File: src/rtl/wf68k30l_dreg_wb_scheduler.sv
// Writeback scheduler for the WF68K30L data-register file.
// Arbitrates ALU, load and MUL/DIV results onto the file's two write ports,
// ages starved ALU requests, and tracks hazard-marked destinations so the
// file can be told (UNMARK) when every marked result has landed.
module wf68k30l_dreg_wb_scheduler #(
  parameter int AGE_LIMIT = 4,
  parameter int MAX_OUT   = 3
) (
  input  logic        CLK,
  input  logic        RESET_N,
  input  logic        ALU_REQ,
  input  logic [2:0]  ALU_SEL,
  input  logic [31:0] ALU_DATA,
  input  logic        ALU_RETIRE,
  output logic        ALU_ACK,
  input  logic        LD_REQ,
  input  logic [2:0]  LD_SEL,
  input  logic [31:0] LD_DATA,
  input  logic        LD_RETIRE,
  output logic        LD_ACK,
  input  logic        MD_REQ,
  input  logic        MD_PAIR,
  input  logic [2:0]  MD_SEL_1,
  input  logic [2:0]  MD_SEL_2,
  input  logic [31:0] MD_DATA_1,
  input  logic [31:0] MD_DATA_2,
  input  logic        MD_RETIRE,
  output logic        MD_ACK,
  input  logic        MARK_ISSUE,
  output logic        MARK_STALL,
  output logic        DR_WR_1,
  output logic        DR_WR_2,
  output logic [2:0]  DR_SEL_WR_1,
  output logic [2:0]  DR_SEL_WR_2,
  output logic [31:0] DR_IN_1,
  output logic [31:0] DR_IN_2,
  output logic        UNMARK,
  output logic        MARK_OVF
);

  localparam int               AGE_W   = $clog2(AGE_LIMIT + 1);
  localparam logic [AGE_W-1:0] AGE_MAX = AGE_W'(AGE_LIMIT);
  localparam logic [1:0]       CNT_MAX = 2'(MAX_OUT);

  typedef enum logic [1:0] {SRC_MD, SRC_LD, SRC_ALU} src_e;

  logic [AGE_W-1:0] age_q, age_d;
  logic [1:0]       cnt_q, cnt_d;
  logic             ovf_q, ovf_d;
  logic             unmark_q, unmark_d;
  logic             wr1_q, wr2_q;
  logic [2:0]       sel1_q, sel2_q;
  logic [31:0]      in1_q, in2_q;

  logic             p1_v, p2_v;
  logic [2:0]       p1_sel, p2_sel;
  logic [31:0]      p1_data, p2_data;
  logic             md_gnt, ld_gnt, alu_gnt;
  logic [1:0]       retire_n;

  src_e             cand;
  logic             c_req, c_ret, c_dual, c_gnt;
  logic [2:0]       c_sel;
  logic [31:0]      c_data;

  logic             issue_ok;
  logic [2:0]       cnt_sum, cnt_diff;

  // Priority walk over the three sources; first grant lands on port 1.
  // A distinct-select pair only fits when both ports are still free.
  always_comb begin
    md_gnt   = 1'b0;
    ld_gnt   = 1'b0;
    alu_gnt  = 1'b0;
    p1_v     = 1'b0;
    p1_sel   = '0;
    p1_data  = '0;
    p2_v     = 1'b0;
    p2_sel   = '0;
    p2_data  = '0;
    retire_n = '0;
    cand     = SRC_MD;
    c_req    = 1'b0;
    c_sel    = '0;
    c_data   = '0;
    c_ret    = 1'b0;
    c_dual   = 1'b0;
    c_gnt    = 1'b0;
    for (int k = 0; k < 3; k++) begin
      if (age_q == AGE_MAX)
        cand = (k == 0) ? SRC_ALU : ((k == 1) ? SRC_MD : SRC_LD);
      else
        cand = (k == 0) ? SRC_MD : ((k == 1) ? SRC_LD : SRC_ALU);
      case (cand)
        SRC_MD: begin
          c_req  = MD_REQ;
          c_sel  = MD_SEL_1;
          c_data = MD_DATA_1;
          c_ret  = MD_RETIRE;
          c_dual = MD_PAIR && (MD_SEL_1 != MD_SEL_2);
        end
        SRC_LD: begin
          c_req  = LD_REQ;
          c_sel  = LD_SEL;
          c_data = LD_DATA;
          c_ret  = LD_RETIRE;
          c_dual = 1'b0;
        end
        default: begin
          c_req  = ALU_REQ;
          c_sel  = ALU_SEL;
          c_data = ALU_DATA;
          c_ret  = ALU_RETIRE;
          c_dual = 1'b0;
        end
      endcase
      c_gnt = 1'b0;
      if (c_req && RESET_N) begin
        if (c_dual) begin
          if (!p1_v) begin
            c_gnt   = 1'b1;
            p1_v    = 1'b1;
            p1_sel  = c_sel;
            p1_data = c_data;
            p2_v    = 1'b1;
            p2_sel  = MD_SEL_2;
            p2_data = MD_DATA_2;
          end
        end else if (!p2_v && !(p1_v && (c_sel == p1_sel))) begin
          c_gnt = 1'b1;
          if (!p1_v) begin
            p1_v    = 1'b1;
            p1_sel  = c_sel;
            p1_data = c_data;
          end else begin
            p2_v    = 1'b1;
            p2_sel  = c_sel;
            p2_data = c_data;
          end
        end
      end
      if (c_gnt) begin
        retire_n = retire_n + {1'b0, c_ret};
        case (cand)
          SRC_MD:  md_gnt  = 1'b1;
          SRC_LD:  ld_gnt  = 1'b1;
          default: alu_gnt = 1'b1;
        endcase
      end
    end
  end

  // ALU starvation age: counts denied cycles, saturates at the promotion point.
  always_comb begin
    age_d = '0;
    if (ALU_REQ && !alu_gnt)
      age_d = (age_q == AGE_MAX) ? age_q : age_q + AGE_W'(1);
  end

  // Outstanding-mark bookkeeping: net issue/retire, clamp and flag both overflow directions.
  always_comb begin
    issue_ok = MARK_ISSUE && (cnt_q != CNT_MAX);
    cnt_sum  = {1'b0, cnt_q} + {2'b00, issue_ok};
    cnt_diff = '0;
    cnt_d    = cnt_q;
    ovf_d    = ovf_q;
    if (MARK_ISSUE && (cnt_q == CNT_MAX))
      ovf_d = 1'b1;
    if ({1'b0, retire_n} > cnt_sum) begin
      cnt_d = '0;
      ovf_d = 1'b1;
    end else begin
      cnt_diff = cnt_sum - {1'b0, retire_n};
      cnt_d    = cnt_diff[1:0];
    end
    unmark_d = (cnt_q != 2'd0) && (cnt_d == 2'd0);
  end

  // Control state registers.
  always_ff @(posedge CLK or negedge RESET_N) begin
    if (!RESET_N) begin
      age_q    <= '0;
      cnt_q    <= '0;
      ovf_q    <= 1'b0;
      unmark_q <= 1'b0;
    end else begin
      age_q    <= age_d;
      cnt_q    <= cnt_d;
      ovf_q    <= ovf_d;
      unmark_q <= unmark_d;
    end
  end

  // Registered write ports; select/data hold when a port is idle.
  always_ff @(posedge CLK or negedge RESET_N) begin
    if (!RESET_N) begin
      wr1_q  <= 1'b0;
      wr2_q  <= 1'b0;
      sel1_q <= '0;
      sel2_q <= '0;
      in1_q  <= '0;
      in2_q  <= '0;
    end else begin
      wr1_q <= p1_v;
      wr2_q <= p2_v;
      if (p1_v) begin
        sel1_q <= p1_sel;
        in1_q  <= p1_data;
      end
      if (p2_v) begin
        sel2_q <= p2_sel;
        in2_q  <= p2_data;
      end
    end
  end

  assign ALU_ACK     = alu_gnt;
  assign LD_ACK      = ld_gnt;
  assign MD_ACK      = md_gnt;
  assign MARK_STALL  = (cnt_q == CNT_MAX);
  assign DR_WR_1     = wr1_q;
  assign DR_WR_2     = wr2_q;
  assign DR_SEL_WR_1 = sel1_q;
  assign DR_SEL_WR_2 = sel2_q;
  assign DR_IN_1     = in1_q;
  assign DR_IN_2     = in2_q;
  assign UNMARK      = unmark_q;
  assign MARK_OVF    = ovf_q;

endmodule

File: config.mk
export PLATFORM = sky130hd
export DESIGN_NAME = wf68k30l_dreg_wb_scheduler
export DESIGN_NICKNAME = d
export VERILOG_FILES = /design/src/rtl/wf68k30l_dreg_wb_scheduler.sv
export SDC_FILE = /design/constraint.sdc
export NUM_CORES = 1
export LEC_CHECK = 0
export BUFFER_PORTS_ARGS = -buffer_cell sky130_fd_sc_hd__buf_4
export CAP_MARGIN = 20
export CORE_UTILIZATION = 49
export CTS_BUF_LIST = sky130_fd_sc_hd__clkbuf_2
export CTS_CLUSTER_DIAMETER = 30
export CTS_CLUSTER_SIZE = 8
export DETAILED_ROUTE_END_ITERATION = 8
export PLACE_DENSITY = 0.81
export SLEW_MARGIN = 20
export SYNTH_ARGS = -nofsm -noshare
export SYNTH_HDL_FRONTEND = slang
export SYNTH_SLANG_ARGS = --single-unit
File: constraint.sdc
create_clock -name CLK -period 6 [get_ports CLK]
set_input_delay 1.5 -clock CLK [delete_from_list [all_inputs] [get_ports CLK]]
set_output_delay 1.5 -clock CLK [all_outputs]
set_load 0.02 [all_outputs]
Yosys cells after proc, flatten, opt, wreduce, memory -nomap -nowiden --
Cells that the tools add are included.
Storage, ports and cells: register bits 79, input port bits 150, output and inout bits 78, word-level logic and storage cells 165
Cells by class: add/subtract/negate cells 5, magnitude comparators 1, equal/unequal tests 10, multiplexer cells 113, reduce and logical (&&, ||, !) cells 26
Operators with widths (number):
- 2-to-1 mux 32 bit | 21
- case mux 32 bit (2 select lines) | 3
- 2-to-1 mux 3 bit | 23
- 2-to-1 mux 1 bit | 52
- case mux 3 bit (2 select lines) | 3
- logical AND 1 bit | 12
- case mux 1 bit (2 select lines) | 6
- 2-to-1 mux 2 bit | 5
- zero test 2 bit | 4
- equality test 2 x 1 -> 1 bit, second input constant | 3
- equality test 3 bit | 2
- OR reduction 2 bit | 3
- zero test 1 bit | 5
- adder 2 x 1 -> 2 bit | 2
- inequality test 2 bit, second input constant | 2
- nonzero test 2 bit | 2
- adder 2 x 1 -> 3 bit | 1
- adder 3 x 1 -> 3 bit, second input constant | 1
- equality test 3 bit, second input constant | 1
- > comparator 2 x 3 -> 1 bit | 1
- inequality test 3 bit | 1
- equality test 2 bit, second input constant | 1
- subtractor 2 bit | 1

Depth between registers and ports, before layout --
Gate-level depths: netlist of the first run.
depth in word-level cells 25, mapped depth 18

Worst setup path before layout of the first run --
Ideal clock, no wire load.
path kind input to output, start in ALU_SEL[1], end out ALU_ACK, arrival time 3586 ps, required time 4500 ps, setup slack 914 ps, cell stages on the path 9, buffers on the path 2, cells stage by stage buf_1 and3_1 or3_1 a211oi_1 o21ai_1 a21boi_0 buf_4 nand2b_1 o21ai_0
Between the ends: longest elaborated chain between the ends 17
Ends and longest elaborated chain:
- start, declared | RTL line 12 | input logic [2:0] ALU_SEL,
- case mux 3 bit (2 select lines) | RTL line 94 | case (cand)
- 2-to-1 mux 3 bit | RTL line 118 | if (c_req && RESET_N) begin
- equality test 3 bit | RTL line 129 | end else if (!p2_v && !(p1_v && (c_sel == p1_sel))) begin
- logical AND 1 bit | RTL line 129
- zero test 1 bit | RTL line 129
- logical AND 1 bit | RTL line 129
- 2-to-1 mux 3 bit | RTL line 129
- 2-to-1 mux 3 bit | RTL line 119 | if (c_dual) begin
- 2-to-1 mux 3 bit | RTL line 118
- equality test 3 bit | RTL line 129
- logical AND 1 bit | RTL line 129
- zero test 1 bit | RTL line 129
- logical AND 1 bit | RTL line 129
- 2-to-1 mux 1 bit | RTL line 129
- 2-to-1 mux 1 bit | RTL line 119
- 2-to-1 mux 1 bit | RTL line 118
- 2-to-1 mux 1 bit (*) | RTL line 142 | if (c_gnt) begin
- end, declared | RTL line 15 | output logic ALU_ACK,
Mark *: on every way between the ends. The rest lies on a longest branch, timed or not.

Worst setup path after layout of the first run --
start in RESET_N, end out LD_ACK
Between the ends: longest elaborated chain between the ends 17
Ends and longest elaborated chain:
- start, declared | RTL line 10 | input logic RESET_N,
- logical AND 1 bit | RTL line 118
- 2-to-1 mux 3 bit | RTL line 118
- equality test 3 bit | RTL line 129
- logical AND 1 bit | RTL line 129
- zero test 1 bit | RTL line 129
- logical AND 1 bit | RTL line 129
- 2-to-1 mux 3 bit | RTL line 129
- 2-to-1 mux 3 bit | RTL line 119
- 2-to-1 mux 3 bit | RTL line 118
- equality test 3 bit | RTL line 129
- logical AND 1 bit | RTL line 129
- zero test 1 bit | RTL line 129
- logical AND 1 bit | RTL line 129
- 2-to-1 mux 1 bit | RTL line 129
- 2-to-1 mux 1 bit | RTL line 119
- 2-to-1 mux 1 bit | RTL line 118
- 2-to-1 mux 1 bit (*) | RTL line 142
- end, declared | RTL line 20 | output logic LD_ACK,
Marks and branches as above.

==> summary.md, run 1 <==
On the critical path the largest part of the delay comes from compound AO/OA/AOI/OAI gates. The tools report the peak ir drop on the vdd network as 0.124 mV. The number of gates on the worst path with buffers counted is 9.

Worst hold path depth: 1. STA puts the critical path data required time at 4.50 ns. Die area: 12100 um^2. The top cell type by area accounts for 34.6% of the synthesized area.

The compound-gate portion of the synthesized area works out to 29.4%. Of all nets on the critical path, the largest fanout is 27. The clock transition at the registers of the reported paths is 0.22 ns, and the via count normalized by instance count is 6.53.

Post-CTS repair changed the size of 0 cells. The cell chosen for the clock root is sky130_fd_sc_hd__clkbuf_2. STA classifies the critical path endpoint as a primary output.

The net switching share of the total power came out at 40.2%. The slowest stage of the critical path is the sky130_fd_sc_hd__and4_1 cell. Kind of launch point of the worst setup path: an input port.

The signal on the critical path passes through buf_4 -> and4_1 -> a221oi_1 -> a221oi_1 -> o21ai_1 -> a21boi_4 -> nand2b_1 -> o21ai_0 -> buf_4. Count of input and output buffers: 227. The upper clock frequency limit came out at 184 MHz. The first-pass GRT wire length came out at 32300 um. The post-synthesis sequential element count was 79; the wire length per cell was 20.9 um. The buffer levels on the longest clock path is 2. Summed over all failing endpoints, the final setup total negative slack is 0 ns.

The number of DRC violations after detailed routing came out at 0. sky130_fd_sc_hd__dfrtp_1 takes more of the synthesized area than any other cell. The diode insertion count for antenna repair is 0, and the count of warnings emitted by yosys is 0.

For the number of slew-limit violations in the final report, the log shows 0. In this run, the number of DRC markers left after iteration 0 of detailed routing was 770. The run gives 0.56 ns as the clock network latency to the later pin of the worst-skew pair. After synthesis, the cell types taking the most area are sky130_fd_sc_hd__dfrtp_1 35%, sky130_fd_sc_hd__nand2_1 10%, sky130_fd_sc_hd__mux2i_1 6.3%, sky130_fd_sc_hd__a222oi_1 3.5%, sky130_fd_sc_hd__o211ai_1 3.3%.

The power share of the combinational group is 45.5%, and the final count of hold timing violations is 0. Counting cells, the worst reg-to-reg path comes to 15. Setup repair after global routing left no endpoint under its margin. The number of fill cells was 963; the signal arrival time at the worst endpoint was 3.94 ns. The worst pin sits at a relative slew slack of 28.5%. When the netlist entered floorplanning its net count stood at 839. The utilization after layout was 66.7%; the part of the cycle the worst path needs was 90.7%. The mean instance size in the synthesized netlist works out to 8.41 um^2. The worst hold path terminates at MARK_OVF$_DFFE_PN0P_. The run gives 0 as the initial antenna violation count. The placeable core region was 11400 um^2. The startpoint identified for the worst register-to-register timing path is age_q[0]$_DFFE_PN0P_. The multiplexer share of the synthesized area came out at 10.3%. The worst register-to-register path ends at UNMARK$_DFF_PN0_.

The synthesized area came out at 5720 um^2. After routing the design area is 7580 um^2. The TritonCTS buffer count was 9. The run finished with clean final reports. Wires add up to 21300 um.

The ratio of total power to cell area works out to 237 nW/um^2. The synthesized netlist devotes 1.97% of its cell area to adder and majority cells. Post-route clock skew: 0.0174 ns.

After synthesis, the netlist uses 56 different library cells. TritonCTS built the clock tree. Cells with a size suffix above 1 make up 32.5% of the layout. The net switching power of the design is 724 uW. In this run the remaining antenna-violating nets after routing total 0.

The simple-gate share of the synthesized area was 17.5%. The logs give 6 for the count of TritonRoute iterations in the first routing pass and 35.2% for the overall global routing resource usage. Across all register-to-register paths, the minimum setup slack is 1.51 ns. In the post-synthesis netlist, the cell with the most instances is sky130_fd_sc_hd__nand2_1. Summed over all cells, the static leakage comes to 0.00362 uW.

Clock tree synthesis found a total of 79 sinks. The die is 110 um tall. Counting every instance in the synthesized netlist gives 680. The slew at the pin closest to its max-slew limit was 1.07 ns. The xor and xnor fraction of the mapped netlist area works out to 0.766%. Hold path startpoint: MARK_OVF$_DFFE_PN0P_. The critical path in this run is classified as input port to primary output. The half-perimeter wire length after placement was 14800 um.

The tool flagged a number of max-cap violations equal to 0. Hold repair after CTS inserted 0 buffers. The floorplan has 39 rows. During I/O placement, the number of pins put on the boundary was 228. The fraction of power consumed by sequential logic is 40.0%.

The internal power of the cells totals 1080 uW. At the end of routability-driven placement, the weighted congestion stood at 0.937. The number of global-route vias before repair is 6427. The count of flip-flops with a built-in enable after synthesis works out to 0.

The area of placed instances was 7460 um^2. Critical path buffer and inverter count: 2. For this configuration, the core starts out at a cell density of 50.3%. The tightest min-delay check is of the register to register type. After synthesis, the largest family of logic cells by area is compound AO/OA/AOI/OAI gates.

After synthesis, the most frequently instantiated cells are 159 x sky130_fd_sc_hd__nand2_1, 79 x sky130_fd_sc_hd__dfrtp_1, 39 x sky130_fd_sc_hd__clkbuf_1. The horizontal die dimension works out to 110 um. In the synthesized netlist the dominant register cell turns out to be sky130_fd_sc_hd__dfrtp_1. The total congestion overflow after global routing was 0. The post-layout minimum cycle time was 5.44 ns; the maximum level of the CTS H-tree was 3. The run gives 0 as the buffer count from post-CTS setup fixing. The post-synthesis async set-or-reset flop share is 100%.

Setup violations remaining at the end of the flow were counted as 0. The relative contribution of the clock network to total power was 14.4%. Entering global routing, the biggest net connects 52 pins. The post-synthesis sequential area ratio is 34.6%. The largest stage delay on the critical path came out at 0.61 ns. The area growth from synthesis to layout is 32.6%. The final layout net count came out at 1029. The via count of the routed design came out at 6646.
==> flip-flops by register name (all words and copies together) (netlist names) <==
| name | flops |
|---|---|
| DR_IN_2 | 32 |
| DR_SEL_WR_2 | 3 |
| DR_WR_2 | 1 |
| UNMARK | 1 |
| DR_SEL_WR_1 | 3 |
| cnt_q | 2 |
| MARK_OVF | 1 |
| age_q | 3 |
| DR_IN_1 | 32 |
| DR_WR_1 | 1 |
==> layout make-up <==
| cell class | count | area, um^2 | area share (%) |
|---|---|---|---|
| multi-input cells | 529 | 3460 | 45.7 |
| clock inverters | 6 | 37.5 | 0.495 |
| clock buffers | 10 | 50.0 | 0.660 |
| repair buffers | 243 | 1840 | 24.3 |
| inverters | 8 | 30.0 | 0.396 |
| well taps | 143 | 179 | 2.36 |
| flip-flops and latches | 79 | 1980 | 26.1 |
==> power by group through the flow <==
stage	Clock (uW)	Sequential, uW	Combinational (uW)
finish	260	720	819
global route	283	731	884
CTS	260	718	812
detailed placement	0	726	811
global placement	0	725	789
floorplan	0	833	329
==> cell usage in the layout, fill, tap and decap left out, drive strengths merged, types with 21 or more instances in the layout <==
cell and count:
a21oi 31, o221ai 21, nand2 160, o211ai 25
nand3 25, o21ai 31, o22ai 24, dfrtp 79
buf 243, mux2i 36
==> through the flow <==
stage | setup WS [ns] | power [uW] | instances | hold slack [ns]
after CTS | 0.592 | 1790 | 1017 | 0.537
after floorplan | 0.914 | 1160 | 680 | 0.532
after global placement | 0.721 | 1510 | 1001 | 0.478
after global routing | 0.295 | 1900 | 1018 | 0.559
after detailed placement | 0.594 | 1540 | 1001 | 0.493
final | 0.557 | 1800 | 1018 | 0.530
==> routing by layer <==
layer  vias to the layer above  GRT usage (%)  share of wire (%)
met5                         -              0                  0
met4                         0           20.8                4.2
met3                        81           6.06                 11
met2                       517           56.8                 47
met1                      3115           44.1                 38
li1                       2933              -                  -
==> worst max path at each step <==
stage,from,endpoint,slack (ns)
after global routing,age_q[0]$_DFFE_PN0P_,ALU_ACK,0.29
after CTS,age_q[0]$_DFFE_PN0P_,ALU_ACK,0.59
after floorplan,ALU_SEL[1],ALU_ACK,0.91
after global placement,RESET_N,LD_ACK,0.72
final,RESET_N,LD_ACK,0.56
after detailed placement,RESET_N,ALU_ACK,0.59
==> cell families (layout without fill, tap and decap cells) <==
family          after synthesis  after routing
flops                        79             79
simple gates                232            232
fa+ha+maj                     9              9
buf+inv                      72            267
compound gates              229            229
xor+xnor                      5              5
mux                          54             54
(Power assumes the default switching activity.)
==> run 2: changes to the inputs <==
--- a/config.mk
+++ b/config.mk
@@ -12,6 +12,7 @@
 export CTS_CLUSTER_DIAMETER = 30
 export CTS_CLUSTER_SIZE = 8
 export DETAILED_ROUTE_END_ITERATION = 8
+export GPL_ROUTABILITY_DRIVEN = 1
 export PLACE_DENSITY = 0.81
 export SLEW_MARGIN = 20
 export SYNTH_ARGS = -nofsm -noshare
==> constraint.sdc (replaced) <==
create_clock -name CLK -period 5.1 [get_ports CLK]
set_input_delay 1.275 -clock CLK [delete_from_list [all_inputs] [get_ports CLK]]
set_output_delay 1.275 -clock CLK [all_outputs]
set_load 0.02 [all_outputs]
==> summary.md, run 2 (synthesis results as in run 1) <==
The run finished with clean final reports. The half-perimeter wire length after placement was 15200 um (+2.7%); the wire length per cell was 21.1 um (+0.95%). The via count normalized by instance count is 6.51 (-0.32%), and the final count of hold timing violations is 0 (unchanged). The tools report the final estimated routing congestion in global placement as 0.933 (-0.48%). The tools report the count of hold-fix buffers inserted at cts as 0 (unchanged). The library cell used most frequently in the layout, excluding fill and tap cells, is sky130_fd_sc_hd__buf_4.

The run gives 0.219 ns (-0.338 ns) as the worst setup slack after layout. The signal arrival time at the worst endpoint was 3.61 ns (-0.33 ns). The tools report the setup TNS after final layout as 0 ns (unchanged). The run gives 0 (unchanged) as the number of routed nets with antenna violations. The post-route clock skew is 0.0293 ns (+0.0119 ns). The floorplan die height is 110 um (unchanged). Global-route layer with the greatest usage: met2. The worst register-to-register path ends at UNMARK$_DFF_PN0_.

The via count of the routed design was 6683 (+0.56%); the ratio of total power to cell area was 289 nW/um^2 (+22%). Slew at the pin closest to its max-slew limit: 1.03 ns (-0.0432 ns). The clock network latency to the later pin of the worst-skew pair was 0.59 ns (+0.03 ns); the diode insertion count for antenna repair was 0 (unchanged). The tools report the number of slew-limit violations in the final report as 0 (unchanged). The horizontal die dimension works out to 110 um (unchanged).

The tools report the endpoint of the most critical setup path as ALU_ACK. Compared with the post-synthesis result, the final layout area differs by 34.4%. The startpoint identified for the worst register-to-register timing path is age_q[0]$_DFFE_PN0P_. In this run the worst setup path begins at age_q[0]$_DFFE_PN0P_. The worst setup path is launched from a register.

The count of input and output buffers was 227 (unchanged). Number of instances resized during post-cts repair: 0 (unchanged). The tools report the overall global routing resource usage as 35.9% (+0.73 points). The placeable core region was 11400 um^2 (unchanged). The start-to-end type of the worst setup path is register to primary output.

The tools report the number of DRC violations after detailed routing as 0 (unchanged). The first-pass GRT wire length came out at 33100 um (+2.4%). The logs give 2 (unchanged) for the buffer levels on the longest clock path and 1980 um^2 (about the same) for the combined flip-flop and latch cell area. The data required time of the worst path was 3.83 ns (-0.67 ns). The reg2reg setup slack was 0.84 ns (-0.67 ns); the relative max-transition margin was 31.3% (+2.9 points). The count of TritonRoute iterations in the first routing pass is 7 (+1), and the total congestion overflow after global routing is 0 (unchanged). The logs give 7550 um^2 (+1.1%) for the area of placed instances and 0.369 ns (-0.226 ns) for the worst setup slack before clock tree synthesis. The number of global-route vias before repair is 6602 (+2.7%). The library cells used most frequently in the layout, excluding fill and tap cells, are 252 x sky130_fd_sc_hd__buf_4, 159 x sky130_fd_sc_hd__nand2_1, 78 x sky130_fd_sc_hd__dfrtp_1. The peak ir drop on the vdd network was 0.182 mV (+47%).

The number of setup violations in the final report is 0 (unchanged), and the number of standard cells in the final layout excluding fillers is 1027 (+0.88%). The logs give 7680 um^2 (+1.4%) for the final non-filler cell area and 79 (unchanged) for the clock sink count. Subtracting the final worst setup slack from the clock period gives 4.88 ns.

The logs give 205 MHz for the upper clock frequency limit and 21700 um (+1.8%) for the aggregate routed wire length. The run gives 6.64% (+0.59 points) as the global-route track usage on met3. The maximum fanout count along the critical path is 38 (+41%), and the initial antenna violation count is 0 (unchanged). The TritonCTS buffer count was 9 (unchanged).

Buffer count from post-CTS setup fixing: 0 (unchanged). The I/O pin total was 228 (unchanged); the clock transition at the registers of the reported paths was 0.22 ns (about the same). The met1 capacity usage during global routing was 44.6% (+0.52 points). STA classifies the critical path endpoint as a primary output. Number of fill cells: 920 (-4.5%). The tools report the initial cell density of the core as 50.3% (unchanged). TritonCTS built the clock tree.

The final layout net count was 1039 (+0.97%); the worst reg-to-reg path cell count was 17 (+2). The tools report the static leakage as 0.00369 uW (+1.7%). Class of the worst hold path: input port to asynchronous set/reset pin. Dividing the final minimum period by the clock period gives 95.7%. The logs give 39 (-25%) for the largest net degree at the start of global routing and 3 (unchanged) for the maximum level of the CTS H-tree. The row count came out at 39 (unchanged). The tree is rooted in a sky130_fd_sc_hd__clkbuf_2. The share of final-layout standard cells stronger than drive strength 1 was 33.5% (+1.0 points). Setup repair after global routing left no endpoint under its margin. Area of the multi-input gates: 3460 um^2 (unchanged). The met2 capacity usage during global routing was 60.2% (+3.4 points). The number of DRC violations after detailed-routing iteration 0 came out at 684 (-11%). The die area was 12100 um^2 (unchanged); the number of placed cells counting well taps was 1012 (+1.1%). The count of maximum capacitance violations was 0 (unchanged); the minimum hold slack was 0.510 ns (-0.0201 ns).
[run 2: per-layer routing]
layer | wire (um) | vias to the layer above | part of all wire, %
met3 | 2450 | 54 | 11
li1 | - | 2955 | -
met2 | 10400 | 526 | 48
met1 | 8350 | 3148 | 38
met5 | 0 | - | 0
met4 | 534 | 0 | 2.5
[run 2: worst min-delay path by stage]
stage / endpoint / slack [ns] / cells past startpoint
2_1_floorplan: UNMARK$_DFF_PN0_ / 0.53 / 2
3_3_place_gp: MARK_OVF$_DFFE_PN0P_ / 0.48 / 1
3_5_place_dp: MARK_OVF$_DFFE_PN0P_ / 0.49 / 1
4_1_cts: MARK_OVF$_DFFE_PN0P_ / 0.49 / 1
5_1_grt: cnt_q[1]$_DFF_PN0_ / 0.48 / 1
6_report: MARK_OVF$_DFFE_PN0P_ / 0.51 / 1
[run 2: final cells by class]
class | instances | area share [%]
clock buffers | 10 | 0.651
clock inverters | 5 | 1.07
inverters | 8 | 0.391
multi-input cells | 529 | 45.0
flip-flops and latches | 79 | 25.7
well taps | 143 | 2.33
repair buffers | 253 | 24.8
[run 2: report_power, final]
part	internal, uW	leakage, uW	switching [uW]
registers	754	0.000956	93.8
logic	450	0.00265	521
clock network	164	0.0000824	241
total	1370	0.00369	855
[run 2: critical path, stage by stage, from the launching register on]
cell                       delay (ns)
sky130_fd_sc_hd__dfrtp_1         0.40
sky130_fd_sc_hd__inv_1           0.07
sky130_fd_sc_hd__ha_1            0.20
sky130_fd_sc_hd__and2_2          0.34
sky130_fd_sc_hd__buf_6           0.29
sky130_fd_sc_hd__a2111o_1        0.31
sky130_fd_sc_hd__o211ai_1        0.11
sky130_fd_sc_hd__o22ai_1         0.15
sky130_fd_sc_hd__nor3_1          0.58
sky130_fd_sc_hd__nand2b_1        0.29
sky130_fd_sc_hd__o21ai_0         0.11
sky130_fd_sc_hd__buf_4           0.18
[run 2: through the flow]
step	total power, uW	util [%]
finish	2220	67.6
floorplan	1370	-
CTS	2220	67.5
global placement	1790	66.4
global route	2340	67.6
detailed placement	1820	66.4
==> run 3: changes to the inputs <==
--- a/config.mk
+++ b/config.mk
@@ -7,13 +7,13 @@
 export LEC_CHECK = 0
 export BUFFER_PORTS_ARGS = -buffer_cell sky130_fd_sc_hd__buf_4
 export CAP_MARGIN = 20
-export CORE_UTILIZATION = 49
+export CORE_UTILIZATION = 47
 export CTS_BUF_LIST = sky130_fd_sc_hd__clkbuf_2
 export CTS_CLUSTER_DIAMETER = 30
 export CTS_CLUSTER_SIZE = 8
 export DETAILED_ROUTE_END_ITERATION = 8
 export GPL_ROUTABILITY_DRIVEN = 1
-export PLACE_DENSITY = 0.81
+export PLACE_DENSITY = 0.78
 export SLEW_MARGIN = 20
 export SYNTH_ARGS = -nofsm -noshare
 export SYNTH_HDL_FRONTEND = slang
==> constraint.sdc (replaced) <==
create_clock -name CLK -period 6.3 [get_ports CLK]
set_input_delay 1.575 -clock CLK [delete_from_list [all_inputs] [get_ports CLK]]
set_output_delay 1.575 -clock CLK [all_outputs]
set_load 0.02 [all_outputs]
==> summary.md, run 3 (synthesis results as in run 1) <==
The static leakage is 0.00363 uW (-1.4%), and the buffer count from post-CTS setup fixing is 0 (unchanged). The run gives 948 (+39%) as the number of DRC violations after detailed-routing iteration 0. The clock sink count is 79 (unchanged). The wire length per cell was 21.3 um (+0.92%); the I/O pin total was 228 (unchanged). For the initial cell density of the core, the log shows 49.2% (-1.1 points).

The tools report the upper clock frequency limit as 179 MHz. The count of TritonRoute iterations in the first routing pass is 9 (+2), and the via count of the routed design is 6615 (-1.0%). The final layout net count is 1029 (-0.96%), and the final estimated routing congestion in global placement is 0.889 (-4.7%). Number of DRC violations after detailed routing: 18 (+18). Number of routed nets with antenna violations: 0 (unchanged). The clock network latency to the later pin of the worst-skew pair came out at 0.53 ns (-0.06 ns).

For the buffer levels on the longest clock path, the log shows 2 (unchanged). The combined flip-flop and latch cell area was 1980 um^2 (about the same); the signal arrival time at the worst endpoint was 4.00 ns (+0.39 ns). The ratio of total power to cell area was 231 nW/um^2 (-20%); the first-pass GRT wire length was 34300 um (+3.9%). The horizontal die dimension works out to 112 um (+2.1%).

For the die area, the log shows 12600 um^2 (+4.2%). Setup repair after global routing left no endpoint under its margin. The maximum fanout count along the critical path was 33 (-13%).

Among the stages of the critical path, the cell type that occurs most often is sky130_fd_sc_hd__buf_4. The initial antenna violation count is 0 (unchanged). The tools report the type of destination of the critical path as a primary output.

The run gives 23.3% (-8.0 points) as the relative max-transition margin. The tools report the final count of hold timing violations as 0 (unchanged). Walking the worst path, the cells encountered are buf_4 -> buf_4 -> and4_1 -> a221oi_1 -> a221oi_1 -> o21ai_1 -> a21boi_4 -> nand2b_1 -> o21ai_0 -> buf_4. The tools report the diode insertion count for antenna repair as 0 (unchanged).

The row count came out at 39 (unchanged). The via count normalized by instance count is 6.50 (-0.14%), and the count of input and output buffers is 227 (unchanged). The logs give 65.3% (-2.3 points) for the utilization after layout and 0 (unchanged) for the number of instances resized during post-cts repair. The family of cells with the greatest summed delay on the critical path is compound AO/OA/AOI/OAI gates. The run gives 61 (+56%) as the largest net degree at the start of global routing. Maximum level of the CTS H-tree: 3 (unchanged). The cell type of the slowest stage on the worst timing path was sky130_fd_sc_hd__and4_1. The area of placed instances was 7470 um^2 (-0.99%). The final reports fail on design-rule violations. The critical path buffer and inverter count is 3 (unchanged).

In the layout the commonest cells are 243 x sky130_fd_sc_hd__buf_4, 159 x sky130_fd_sc_hd__nand2_1, 79 x sky130_fd_sc_hd__dfrtp_1. The worst path in the final design needs a cycle of 5.58 ns, including I/O delays and setup. TritonCTS built the clock tree. The run gives 0 (unchanged) as the total congestion overflow after global routing.

The tools report the setup TNS after final layout as 0 ns (unchanged). The number of slew-limit violations in the final report was 0 (unchanged). The data required time of the worst path is 4.72 ns (+0.89 ns), and the area overhead of the layout relative to synthesis is 32.6%. Start-to-end type of the worst setup path: input port to primary output. For the count of hold-fix buffers inserted at cts, the log shows 0 (unchanged). The post-route clock skew is 0.0324 ns (+0.00307 ns).

The slew at the pin closest to its max-slew limit came out at 1.15 ns (+0.118 ns). Largest stage delay on the critical path: 0.39 ns (-0.19 ns). Kind of launch point of the worst setup path: an input port. The TritonCTS buffer count is 9 (unchanged), and the half-perimeter wire length after placement is 15000 um (-1.4%). Floorplan die height: 112 um (+2.1%).

The run gives 7580 um^2 (-1.4%) as the final non-filler cell area. For the area of the multi-input gates, the log shows 3460 um^2 (unchanged). The tree is rooted in a sky130_fd_sc_hd__clkbuf_2. The class of the worst hold path was register to register. Number of fill cells: 1007 (+9.5%).

Number of global-route vias before repair: 6575 (-0.41%). Dividing the final minimum period by the clock period gives 88.5%. The logs give 0.104 mV (-43%) for the peak ir drop on the vdd network and 21700 um (about the same) for the aggregate routed wire length.

The tools report the count of maximum capacitance violations as 0 (unchanged). The run finished, with violations left. Leaving out fill and tap cells, the most frequent cell in the layout is sky130_fd_sc_hd__buf_4. The placeable core region was 11600 um^2 (+2.1%); the share of final-layout standard cells stronger than drive strength 1 was 32.7% (-0.80 points).

The clock transition at the registers of the reported paths was 0.24 ns (+0.02 ns). The overall global routing resource usage was 34.6% (-1.3 points); the reg2reg setup slack was 1.72 ns (+0.88 ns). The number of setup violations in the final report was 0 (unchanged).
==> run 3: per-stage QoR <==
step | power (uW) | hold slack, ns | setup WS, ns | cells
finish | 1750 | 0.525 | 0.725 | 1018
global route | 1850 | 0.557 | 0.445 | 1018
floorplan | 1110 | 0.532 | 1.06 | 680
global placement | 1450 | 0.479 | 0.822 | 1002
CTS | 1750 | 0.527 | 0.753 | 1018
detailed placement | 1470 | 0.468 | 0.757 | 1002
==> run 3: layer usage <==
layer	vias to the layer above	GRT usage (%)	wire length [um]
met5	-	0	0
met4	0	15.9	658
met3	62	5.89	2460
met2	508	58.2	10300
met1	3107	43.6	8300
li1	2938	-	-
==> run 3: layout make-up <==
class	instances	area share [%]
Tap cell	143	2.36
Clock inverter	3	0.578
Multi-Input combinational cell	529	45.7
Sequential cell	79	26.1
Clock buffer	13	0.858
Inverter	8	0.396
Timing Repair Buffer	243	24.1
==> run 3: final timing paths <==
path                                                    to                  from  cells past startpoint
worst max-delay path                               ALU_ACK               RESET_N                     10
worst min-delay path                  MARK_OVF$_DFFE_PN0P_  MARK_OVF$_DFFE_PN0P_                      1
worst max register to register            UNMARK$_DFF_PN0_  age_q[0]$_DFFE_PN0P_                     15
worst min register to register        MARK_OVF$_DFFE_PN0P_  MARK_OVF$_DFFE_PN0P_                      1
max in group asynchronous          DR_IN_2[17]$_DFFE_PN0P_               RESET_N                      2
min in group asynchronous       DR_SEL_WR_1[1]$_DFFE_PN0P_               RESET_N                      2
==> run 3: power breakdown <==
| part | switching (uW) | internal (uW) |
|---|---|---|
| clock network | 189 | 98.7 |
| logic | 418 | 359 |
| registers | 75.6 | 610 |
